--- src/rtl/seg7_pkg.sv ---
`default_nettype none
// ============================================================================
// Module      : seg7_pkg
// Description : Shared constants and types for the three-digit multiplexed
//               seven-segment scan driver. Segment patterns are active-low
//               and ordered {g,f,e,d,c,b,a}.
// Revision    : 1.0 - initial release
// ============================================================================
package seg7_pkg;

    // Number of scanned digits (hundreds, tens, ones)
    localparam int C_DIGITS = 3;

    // Active-low segment patterns, bit order {g,f,e,d,c,b,a}
    localparam logic [6:0] C_SEG_0    = 7'b1000000;
    localparam logic [6:0] C_SEG_1    = 7'b1111001;
    localparam logic [6:0] C_SEG_2    = 7'b0100100;
    localparam logic [6:0] C_SEG_3    = 7'b0110000;
    localparam logic [6:0] C_SEG_4    = 7'b0011001;
    localparam logic [6:0] C_SEG_5    = 7'b0010010;
    localparam logic [6:0] C_SEG_6    = 7'b0000010;
    localparam logic [6:0] C_SEG_7    = 7'b1111000;
    localparam logic [6:0] C_SEG_8    = 7'b0000000;
    localparam logic [6:0] C_SEG_9    = 7'b0010000;
    localparam logic [6:0] C_SEG_DASH = 7'b0111111;

    // Everything dark
    localparam logic [6:0] C_SEG_OFF  = 7'h7F;
    localparam logic [2:0] C_AN_OFF   = 3'b111;

    // Scan state: digit lit, or all-off guard gap between digits
    typedef enum logic [0:0] {
        ST_ON    = 1'b0,
        ST_GUARD = 1'b1
    } scan_state_t;

    // One-cold anode enable for a digit index (2 = hundreds, 1 = tens, 0 = ones)
    function automatic logic [2:0] an_select(input logic [1:0] idx);
        logic [2:0] an_v;
        an_v = C_AN_OFF;
        case (idx)
            2'd2:    an_v = 3'b011;
            2'd1:    an_v = 3'b101;
            2'd0:    an_v = 3'b110;
            default: an_v = C_AN_OFF;
        endcase
        return an_v;
    endfunction

endpackage : seg7_pkg
`default_nettype wire

--- src/rtl/bcd_to_seg7.sv ---
`default_nettype none
// ============================================================================
// Module      : bcd_to_seg7
// Description : Combinational BCD digit to active-low seven-segment pattern.
//               Codes 10..15 are not valid BCD and render as a dash so a
//               corrupted upstream value is visible rather than misleading.
// Revision    : 1.0 - initial release
// ============================================================================
module bcd_to_seg7
    import seg7_pkg::*;
(
    input  logic [3:0] i_bcd,
    output logic [6:0] o_seg
);

    // Pattern lookup, dash for any non-decimal code
    always_comb begin
        o_seg = C_SEG_DASH;
        case (i_bcd)
            4'd0:    o_seg = C_SEG_0;
            4'd1:    o_seg = C_SEG_1;
            4'd2:    o_seg = C_SEG_2;
            4'd3:    o_seg = C_SEG_3;
            4'd4:    o_seg = C_SEG_4;
            4'd5:    o_seg = C_SEG_5;
            4'd6:    o_seg = C_SEG_6;
            4'd7:    o_seg = C_SEG_7;
            4'd8:    o_seg = C_SEG_8;
            4'd9:    o_seg = C_SEG_9;
            default: o_seg = C_SEG_DASH;
        endcase
    end

endmodule : bcd_to_seg7
`default_nettype wire

--- src/rtl/bcd_seg7_scan.sv ---
`default_nettype none
// ============================================================================
// Module      : bcd_seg7_scan
// Description : Three-digit multiplexed seven-segment driver. A BCD triple is
//               taken over a valid/ready handshake into a pending buffer and
//               promoted to the display register only at the frame boundary
//               (last guard cycle of the ones digit), so a frame never mixes
//               digits of two different numbers. Each digit is lit for
//               ON_CYCLES, followed by GUARD_CYCLES of all-off to suppress
//               ghosting. seg/an/frame_done are registered, one cycle behind
//               the scan state.
//               Optional macro LEADING_ZERO_BLANK_EN: blank a leading zero in
//               the hundreds slot, and in the tens slot when hundreds is also
//               zero. Slot timing is unaffected.
// Revision    : 1.0 - initial release
// ============================================================================
module bcd_seg7_scan
    import seg7_pkg::*;
#(
    parameter int ON_CYCLES    = 50000,   // >= 1
    parameter int GUARD_CYCLES = 2        // >= 1
)(
    input  logic       clk,
    input  logic       reset,
    input  logic       in_valid,
    output logic       in_ready,
    input  logic [3:0] hundreds,
    input  logic [3:0] tens,
    input  logic [3:0] ones,
    output logic [6:0] seg,
    output logic [2:0] an,
    output logic       frame_done
);

    // Slot counter only needs to reach the longer of the two slot lengths
    localparam int MAX_CYCLES = (ON_CYCLES > GUARD_CYCLES) ? ON_CYCLES : GUARD_CYCLES;
    localparam int CNT_W      = ($clog2(MAX_CYCLES) < 1) ? 1 : $clog2(MAX_CYCLES);

    localparam logic [CNT_W-1:0] C_ON_LAST    = CNT_W'(ON_CYCLES - 1);
    localparam logic [CNT_W-1:0] C_GUARD_LAST = CNT_W'(GUARD_CYCLES - 1);
    localparam logic [1:0]       C_FIRST_DIG  = 2'(C_DIGITS - 1);

    // ------------------------------------------------------------------
    // State
    // ------------------------------------------------------------------
    logic [11:0]      r_pend;
    logic             r_pend_full;
    logic [11:0]      r_disp;
    logic [1:0]       r_digit;
    logic [CNT_W-1:0] r_cnt;
    scan_state_t      r_state;

    logic             w_accept;
    logic             w_on_end;
    logic             w_guard_end;
    logic             w_frame_end;
    logic [3:0]       w_sel_bcd;
    logic [6:0]       w_sel_seg;
    logic             w_blank;

    // ------------------------------------------------------------------
    // Handshake and slot-end decodes
    // ------------------------------------------------------------------
    assign in_ready    = !r_pend_full;
    assign w_accept    = in_valid && !r_pend_full;
    assign w_on_end    = (r_state == ST_ON)    && (r_cnt == C_ON_LAST);
    assign w_guard_end = (r_state == ST_GUARD) && (r_cnt == C_GUARD_LAST);
    assign w_frame_end = w_guard_end && (r_digit == 2'd0);

    // Select the BCD nibble of the digit currently being scanned
    always_comb begin
        w_sel_bcd = r_disp[3:0];
        case (r_digit)
            2'd2:    w_sel_bcd = r_disp[11:8];
            2'd1:    w_sel_bcd = r_disp[7:4];
            default: w_sel_bcd = r_disp[3:0];
        endcase
    end

    bcd_to_seg7 u_dec (
        .i_bcd (w_sel_bcd),
        .o_seg (w_sel_seg)
    );

`ifdef LEADING_ZERO_BLANK_EN
    logic w_h_zero;
    logic w_t_zero;
    assign w_h_zero = (r_disp[11:8] == 4'd0);
    assign w_t_zero = (r_disp[7:4]  == 4'd0);
    // Ones is never blanked so a value of zero still shows a single "0"
    assign w_blank  = ((r_digit == 2'd2) && w_h_zero) ||
                      ((r_digit == 2'd1) && w_h_zero && w_t_zero);
`else
    assign w_blank  = 1'b0;
`endif

    // Pending buffer: capture on accept, release at the frame boundary.
    // Accept and release never coincide because in_ready is low while full.
    always_ff @(posedge clk) begin
        if (reset) begin
            r_pend      <= '0;
            r_pend_full <= 1'b0;
        end else if (w_accept) begin
            r_pend      <= {hundreds, tens, ones};
            r_pend_full <= 1'b1;
        end else if (w_frame_end && r_pend_full) begin
            r_pend_full <= 1'b0;
        end
    end

    // Display register: only updated at the frame boundary so frames never tear
    always_ff @(posedge clk) begin
        if (reset) begin
            r_disp <= '0;
        end else if (w_frame_end && r_pend_full) begin
            r_disp <= r_pend;
        end
    end

    // Scan FSM with registered segment/anode/frame outputs
    always_ff @(posedge clk) begin
        if (reset) begin
            r_state    <= ST_ON;
            r_digit    <= C_FIRST_DIG;
            r_cnt      <= '0;
            seg        <= C_SEG_OFF;
            an         <= C_AN_OFF;
            frame_done <= 1'b0;
        end else begin
            // Outputs mirror the current state, landing one cycle later
            frame_done <= w_frame_end;
            if ((r_state == ST_ON) && !w_blank) begin
                seg <= w_sel_seg;
                an  <= an_select(r_digit);
            end else begin
                seg <= C_SEG_OFF;
                an  <= C_AN_OFF;
            end

            if (r_state == ST_ON) begin
                if (w_on_end) begin
                    r_state <= ST_GUARD;
                    r_cnt   <= '0;
                end else begin
                    r_cnt   <= r_cnt + CNT_W'(1);
                end
            end else begin
                if (w_guard_end) begin
                    r_state <= ST_ON;
                    r_cnt   <= '0;
                    r_digit <= (r_digit == 2'd0) ? C_FIRST_DIG : (r_digit - 2'd1);
                end else begin
                    r_cnt   <= r_cnt + CNT_W'(1);
                end
            end
        end
    end

endmodule : bcd_seg7_scan
`default_nettype wire

--- config.mk ---
export PLATFORM = sky130hd
export DESIGN_NAME = bcd_seg7_scan
export DESIGN_NICKNAME = d
export VERILOG_FILES = /design/src/rtl/seg7_pkg.sv /design/src/rtl/bcd_to_seg7.sv /design/src/rtl/bcd_seg7_scan.sv
export SDC_FILE = /design/constraint.sdc
export NUM_CORES = 1
export LEC_CHECK = 0
export CORE_ASPECT_RATIO = 0.7
export CORE_MARGIN = 10
export CORE_UTILIZATION = 35
export CTS_CLUSTER_DIAMETER = 100
export DETAILED_ROUTE_END_ITERATION = 7
export SLEW_MARGIN = 20
export SYNTH_ARGS = -nofsm -noshare
export SYNTH_HDL_FRONTEND = slang
export SYNTH_SLANG_ARGS = --single-unit
--- constraint.sdc ---
create_clock -name clk -period 2.1 [get_ports clk]
set_clock_uncertainty 0.2 [all_clocks]
set_input_delay 0.525 -clock clk [delete_from_list [all_inputs] [get_ports clk]]
set_output_delay 0.525 -clock clk [all_outputs]
set_load 0.02 [all_outputs]
==> impl_results.md, run 1 <==
- Status: finished clean
- Htree depth: 2
- Cell count after synthesis: about 280
- Setup CP Type: flip-flop to flip-flop
- Hold Buf Count CTS: 0
- PnR worst setup slack: 0.1089 ns
- Leak Pwr: 1.040 nW
- Antenna-violating nets left: 0
- Post-synth ARST share: 0
- Critical path arrival: approximately 2.0 ns
- Die H: about 89 um
- Drt pass-1 iters: 4
- Placement Rows: 25
- Sink Count: 55
- Via-per-instance ratio: between 5 and 6
- Syn_area_per_cell: 8.624 um^2
- Cell mode on critical path: inv_1
- Via count: ~2,100
- Clock transition at path regs: approximately 0.1 ns
- First-pass GRT wire length: 9.522 mm
- Worst path slowest cell: dfxtp_2
- Dpl cells: just under 400
- EDFF count, synth: 0
- R2R depth: 8
- DP HPWL: roughly 3.9 mm
- Post-route non-filler standard cell count: a little over 400
- Max Cap Viol: 0
- Crit-path max FO: 7
- Flop-to-flop setup slack: 0.11 ns
- Syn_nets: roughly 300
- Dpl ws: -0.06085 ns
- I/O pin count: 27
- Most frequent cells in the layout: dfxtp_1, nand2_1, a21oi_1
- Initial drt markers: 158
- Die X-Extent: about 120 um
- Ant. Diodes: 0
- Placer Congestion: ~0.83
- Fin crit period: around 2.0 ns
- Total Routed Length: ~5.6 mm
- Crit-path cells: inv_1 -> ha_2 -> a22oi_2 -> a21o_1 -> inv_1 -> ha_1 -> nor3_1 -> o21ai_0
- Max VDD drop: ~0.4 mV
- GRT Total Usage: 0.1076
- Synth unique cells: 36
- # fillers: between 600 and 700
- Worst setup EP type: flip-flop
- Vias in the first global route: around 2,000
- Min-delay worst type: flip-flop to flip-flop
- Sequential fraction of the synthesis area: 0.4576
- Total CTS buffers: 5
- Largest net degree at the start of global routing: 26
- Port bufs: 26
- TritonCTS clock tree: built
- Grt ovf: 0
- Max Clock Freq: 502.2 MHz
- # DRC: 0
- Clock Tree Root: clkbuf_8
- Die ar.: approximately 0.011 mm^2
- Setup TNS: 0 ns
- Yosys reg bits: between 50 and 60
- Top_reg_cell synth: dfxtp_1
- Final setup vio count: 0
- CTS Buffer Depth: 2
- Slew @ Worst Pin: 0.5031 ns
- Final hold vios: 0
- Clock Latency Late Sink: about 0.32 ns
- Cell area after synthesis: 0.002406 mm^2
- CP required: around 2.1 ns
- Levels on crit path: 8
- Total core area: ~0.0067 mm^2
- Power Total: 1.976 mW
- Area taken by multi-input logic gates: 0.001242 mm^2
- Initial core utilization: 0.3578
- Slowest stage delay, CP: 0.39 ns
- YS warnings: 0
- Slew Limit Fails: 0
- Crit start category: flip-flop
- Max transition margin: 0.6646
- Wirelength per Cell: between 10 and 15 um
- Syn-to-layout area delta: 24.34%
- Worst Path Buf+Inv: 2
- Final period util: 0.9481
- Most common cell after layout, fill and taps aside: dfxtp_1
- Nets: ~340
- PD cells: 660.7 mW/mm^2
- Initial antenna violation count: 0
- Critical path's top delay family: adder cells
- Hold path cells: 2
- Layout cells sized above 1: 0.1158
- Hold_ws: roughly 0.27 ns
- Register area: between 0.001 and 0.0015 mm^2
## worst paths after layout
| kind | from | endpoint |
|---|---|---|
| max | r_digit[1] | seg[5] |
| min | r_pend[0] | r_pend[0] |
| min reg2reg | r_pend[0] | r_pend[0] |
| max reg2reg | r_digit[1] | seg[5] |
## area by class of cell
type / count / area share
clock buffers: 5 / 0.02300
clock inverters: 3 / 0.01589
inverters: 8 / 0.01004
multi-input cells: 200 / 0.4153
flip-flops and latches: 55 / 0.3693
well taps: 94 / 0.03931
repair buffers: 40 / 0.1271
## power by group
part | internal [mW] | leakage [nW] | switching, mW
registers | 1.07 | 0.449 | 0.0168
logic | 0.0746 | 0.532 | 0.0855
clock network | 0.362 | 0.0587 | 0.368
total | 1.51 | 1.04 | 0.470
## through the flow
step / area (um^2) / utilization
3_3_place_gp: 2816 / 0.4188
3_5_place_dp: 2816 / 0.4188
2_1_floorplan: 2411 / -
6_report: 2992 / 0.4448
5_1_grt: 2992 / 0.4448
4_1_cts: 2948 / 0.4383
## state kept, by name (all words and copies together), names as in the netlist
signal,cells
r_digit,2
an,3
r_state,1
r_cnt,16
r_pend,12
seg,7
r_pend_full,1
frame_done,1
r_disp,12
## kinds of logic after synthesis
logic type               after synthesis  share of synthesized area
flip-flops                            55                     0.4576
adder cells (fa/ha/maj)               10                    0.05200
AO/OA/AOI/OAI                         67                     0.1726
XOR/XNOR                              12                    0.04368
AND/OR/NAND/NOR                      111                     0.2278
buffers and inverters                 24                    0.04628
## worst reg2reg max path: stages (launching register included)
cell	delay (ns)
dfxtp_2	0.39
inv_1	0.11
ha_2	0.24
a22oi_2	0.17
a21o_1	0.19
inv_1	0.13
ha_1	0.22
nor3_1	0.17
o21ai_0	0.08
## layer usage
layer / global-route usage / wire [um] / up-vias
met5: 0 / 0 / -
met4: 0.03978 / 72 / 0
met3: 0.03091 / 309 / 8
met2: 0.1502 / 2086 / 48
met1: 0.1518 / 3138 / 950
li1: - / - / 1066
## synth_stat cells, types with 2 or more instances
library cell / count / share of area
a22oi_1: 6 / 0.019
and2_1: 2 / 0.0052
o21ai_0: 6 / 0.012
clkbuf_1: 11 / 0.017
nor2_1: 22 / 0.034
a211oi_1: 2 / 0.0062
a21oi_1: 32 / 0.067
ha_1: 10 / 0.052
buf_6: 2 / 0.0094
nor4b_1: 2 / 0.0073
nand2_1: 36 / 0.056
nand4_1: 16 / 0.042
nor3_1: 5 / 0.010
buf_2: 2 / 0.0042
o31ai_1: 13 / 0.041
or3_1: 2 / 0.0052
nor4_1: 6 / 0.016
and4_1: 4 / 0.015
a21o_1: 3 / 0.0094
nand3_1: 10 / 0.021
dfxtp_1: 55 / 0.46
xnor2_1: 8 / 0.029
inv_1: 8 / 0.012
xor2_1: 4 / 0.015
## repair_timing
| item | 4_1_cts | 5_1_grt |
|---|---|---|
| gates resized for setup | 3 | 11 |
| pin swaps | 1 | 0 |
| endpoints found under the setup margin | 5 | 26 |
| setup buffers | 1 | 0 |
No activity file was read; power rests on OpenSTA's default activity.
==> run 2, diff against run 1 <==
--- a/config.mk
+++ b/config.mk
@@ -10,6 +10,7 @@
 export CORE_UTILIZATION = 35
 export CTS_CLUSTER_DIAMETER = 100
 export DETAILED_ROUTE_END_ITERATION = 7
+export GPL_ROUTABILITY_DRIVEN = 1
 export SLEW_MARGIN = 20
 export SYNTH_ARGS = -nofsm -noshare
 export SYNTH_HDL_FRONTEND = slang
==> results of run 2 <==
Same layout as run 1: the final DEF is identical, and so are final timing and power.
==> run 3, diff against run 2 <==
--- a/config.mk
+++ b/config.mk
@@ -5,12 +5,15 @@
 export SDC_FILE = /design/constraint.sdc
 export NUM_CORES = 1
 export LEC_CHECK = 0
+export CELL_PAD_IN_SITES_DETAIL_PLACEMENT = 0
+export CELL_PAD_IN_SITES_GLOBAL_PLACEMENT = 1
 export CORE_ASPECT_RATIO = 0.7
 export CORE_MARGIN = 10
 export CORE_UTILIZATION = 35
 export CTS_CLUSTER_DIAMETER = 100
 export DETAILED_ROUTE_END_ITERATION = 7
 export GPL_ROUTABILITY_DRIVEN = 1
+export PLACE_DENSITY_LB_ADDON = 0.1
 export SLEW_MARGIN = 20
 export SYNTH_ARGS = -nofsm -noshare
 export SYNTH_HDL_FRONTEND = slang
==> run 3 against run 2 <==
Maximum frequency down 0.26%. Combinational power is 6% higher. Global-route usage grew 0.40 points. Via count rose by 0.29%. Clock-buffer cell count increased by 1. Clock power fell by 20%. Total power fell by 7.0%. Non-clock buffer count is 12 higher. Sequential cell count unchanged. Largest power group unchanged.
==> impl_results.md, run 3 (same netlist as run 1, synthesis figures left out) <==
- PD cells: between 500 and 600 mW/mm^2
- Htree depth: 2
- GRT Total Usage: 0.1116
- Switching pwr: around 450 uW
- TritonCTS clock tree: built
- I/O pin count: 27
- Initial antenna violation count: 0
- Largest net degree at the start of global routing: 27
- Nets: 347
- Clock Latency Late Sink: between 0.3 and 0.4 ns
- Slowest stage delay, CP: 0.42 ns
- Final setup vio count: 0
- # DRC: 0
- Switching share of total power: 0.2470
- Initial core utilization: 0.3578
- Fin crit period: 1.996 ns
- Status: finished clean
- Total core area: 0.006725 mm^2
- Clock transition at path regs: around 0.10 ns
- Final Core Density: 0.4593
- Max transition margin: 0.6994
- Placement Rows: 25
- Grt ovf: 0
- Initial drt markers: 137
- Crit-path cells: inv_1 -> ha_1 -> nor4b_2 -> buf_4 -> and4_1 -> a221o_2 -> buf_12 -> nor2_1
- DR top layer: met4
- Crit start category: flip-flop
- Port bufs: 26
- Hold_ws: ~0.26 ns
- # fillers: ~680
- Clk pwr share: 0.318
- Sequential power share: 0.589
- Vias in the first global route: 1,931
- CTS Buffer Depth: 2
- First-pass GRT wire length: 9.756 mm
- Clock Tree Root: clkbuf_8
- Slew Limit Fails: 0
- Total CTS buffers: 5
- Placer Congestion: between 0.7 and 0.8
- Crit-path max FO: 16
- RSZ-0062 raised after global routing: false
- Setup TNS: 0 ns
- Max Clock Freq: between 500 and 600 MHz
- DP HPWL: roughly 4.2 mm
- Post-route non-filler standard cell count: around 420
- Via count: 2,078
- CP required: approximately 2.2 ns
- Worst setup EP type: flip-flop
- Biggest regs: r_cnt (16), r_disp (12), r_pend (12)
- M1 wire length: 3.364 mm
- Die ar.: 0.01064 mm^2
- Final period util: 0.9506
- Critical path arrival: about 2.0 ns
- Worst path slowest cell: a221o_2
- Ant. Diodes: 0
- Max reg flops: 16
- Dpl cells: between 400 and 500
- Die X-Extent: 119.1 um
- Slew @ Worst Pin: 0.4510 ns
- Register area: 0.001107 mm^2
- Antenna-violating nets left: 0
- DR WL met3: ~450 um
- Max Cap Viol: 0
- Max VDD drop: around 0.24 mV
- Min-delay worst type: flip-flop to flip-flop
- Most frequent cells in the layout: dfxtp_1, nand2_1, a21oi_1
- Worst Path Buf+Inv: 3
- Area taken by multi-input logic gates: around 0.0013 mm^2
- Comb power frac: 0.093
- Sink Count: 55
- Layout cells sized above 1: 0.1610
- Leak Pwr: 1.072 nW
- Syn-to-layout area delta: 28.39%
- Wirelength per Cell: 14.24 um
- Via-per-instance ratio: roughly 5.0
- Top reg by flops: r_cnt
- Internal: approximately 1.4 mW
- Die H: 89.37 um
- Final hold vios: 0
- Most common cell after layout, fill and taps aside: dfxtp_1
- Critical path's top delay family: simple AND/OR/NAND/NOR gates
- WL met2: between 2 and 2.5 mm
- Total Routed Length: slightly below 6 mm
- Setup CP Type: flip-flop to flip-flop
- Drt pass-1 iters: 4
[run 3: changes by cell type in the layout (fill, tap and decap cells not counted), sizes merged]
cell | previous run | this run
bufinv | 1 | 0
inv | 9 | 7
buf | 14 | 26
clkbuf | 5 | 6
clkinvlp | 0 | 2
[run 3: power groups by stage]
stage               sequential, mW  combinational [mW]  clock, mW
floorplan                     1.12              0.0810          0
global placement              1.11               0.169          0
detailed placement            1.11               0.170          0
CTS                           1.08               0.171      0.604
global route                  1.09               0.189      0.641
finish                        1.08               0.170      0.584
[run 3: metrics by stage]
step | worst slack [ns] | area [um^2] | total power, mW
4_1_cts | 0.001224 | 2969 | 1.859
2_1_floorplan | 0.1042 | 2411 | 1.197
5_1_grt | 0.003040 | 3089 | 1.917
3_5_place_dp | 0.02651 | 2884 | 1.278
3_3_place_gp | 0.04860 | 2884 | 1.276
6_report | 0.1038 | 3089 | 1.837
[run 3: cell type report]
class | instances | share of cell area
Clock buffer | 6 | 0.02349
Timing Repair Buffer | 52 | 0.1523
Tap cell | 94 | 0.03807
Inverter | 8 | 0.01094
Multi-Input combinational cell | 200 | 0.4127
Sequential cell | 55 | 0.3584
Clock inverter | 2 | 0.004050
[run 3: path summary, 6_finish.rpt]
path / slack [ns] / start / cells past startpoint / end
worst max-delay path: 0.10 / r_cnt[1] / 8 / r_cnt[4]
worst min-delay path: 0.26 / r_pend[5] / 2 / r_pend[5]
worst max register to register: 0.10 / r_cnt[1] / 8 / r_cnt[4]
worst min register to register: 0.26 / r_pend[5] / 2 / r_pend[5]
[run 3: repair_timing]
action                     CTS  global route
hold buffers                 0             0
setup endpoints to repair    0            34
resized for setup            0            21
buffers inserted             0             4
[run 3: worst register-to-register path, cell delays in order (launching register included)]
cell	delay, ns
dfxtp_2	0.33
inv_1	0.04
ha_1	0.17
nor4b_2	0.15
buf_4	0.14
and4_1	0.23
a221o_2	0.42
buf_12	0.16
nor2_1	0.10
[run 3: routing by layer]
| layer | vias to the layer above | track usage |
|---|---|---|
| li1 | 1091 | - |
| met3 | 4 | 0.03785 |
| met4 | 0 | 0.02652 |
| met5 | - | 0 |
| met1 | 931 | 0.1764 |
| met2 | 52 | 0.1317 |
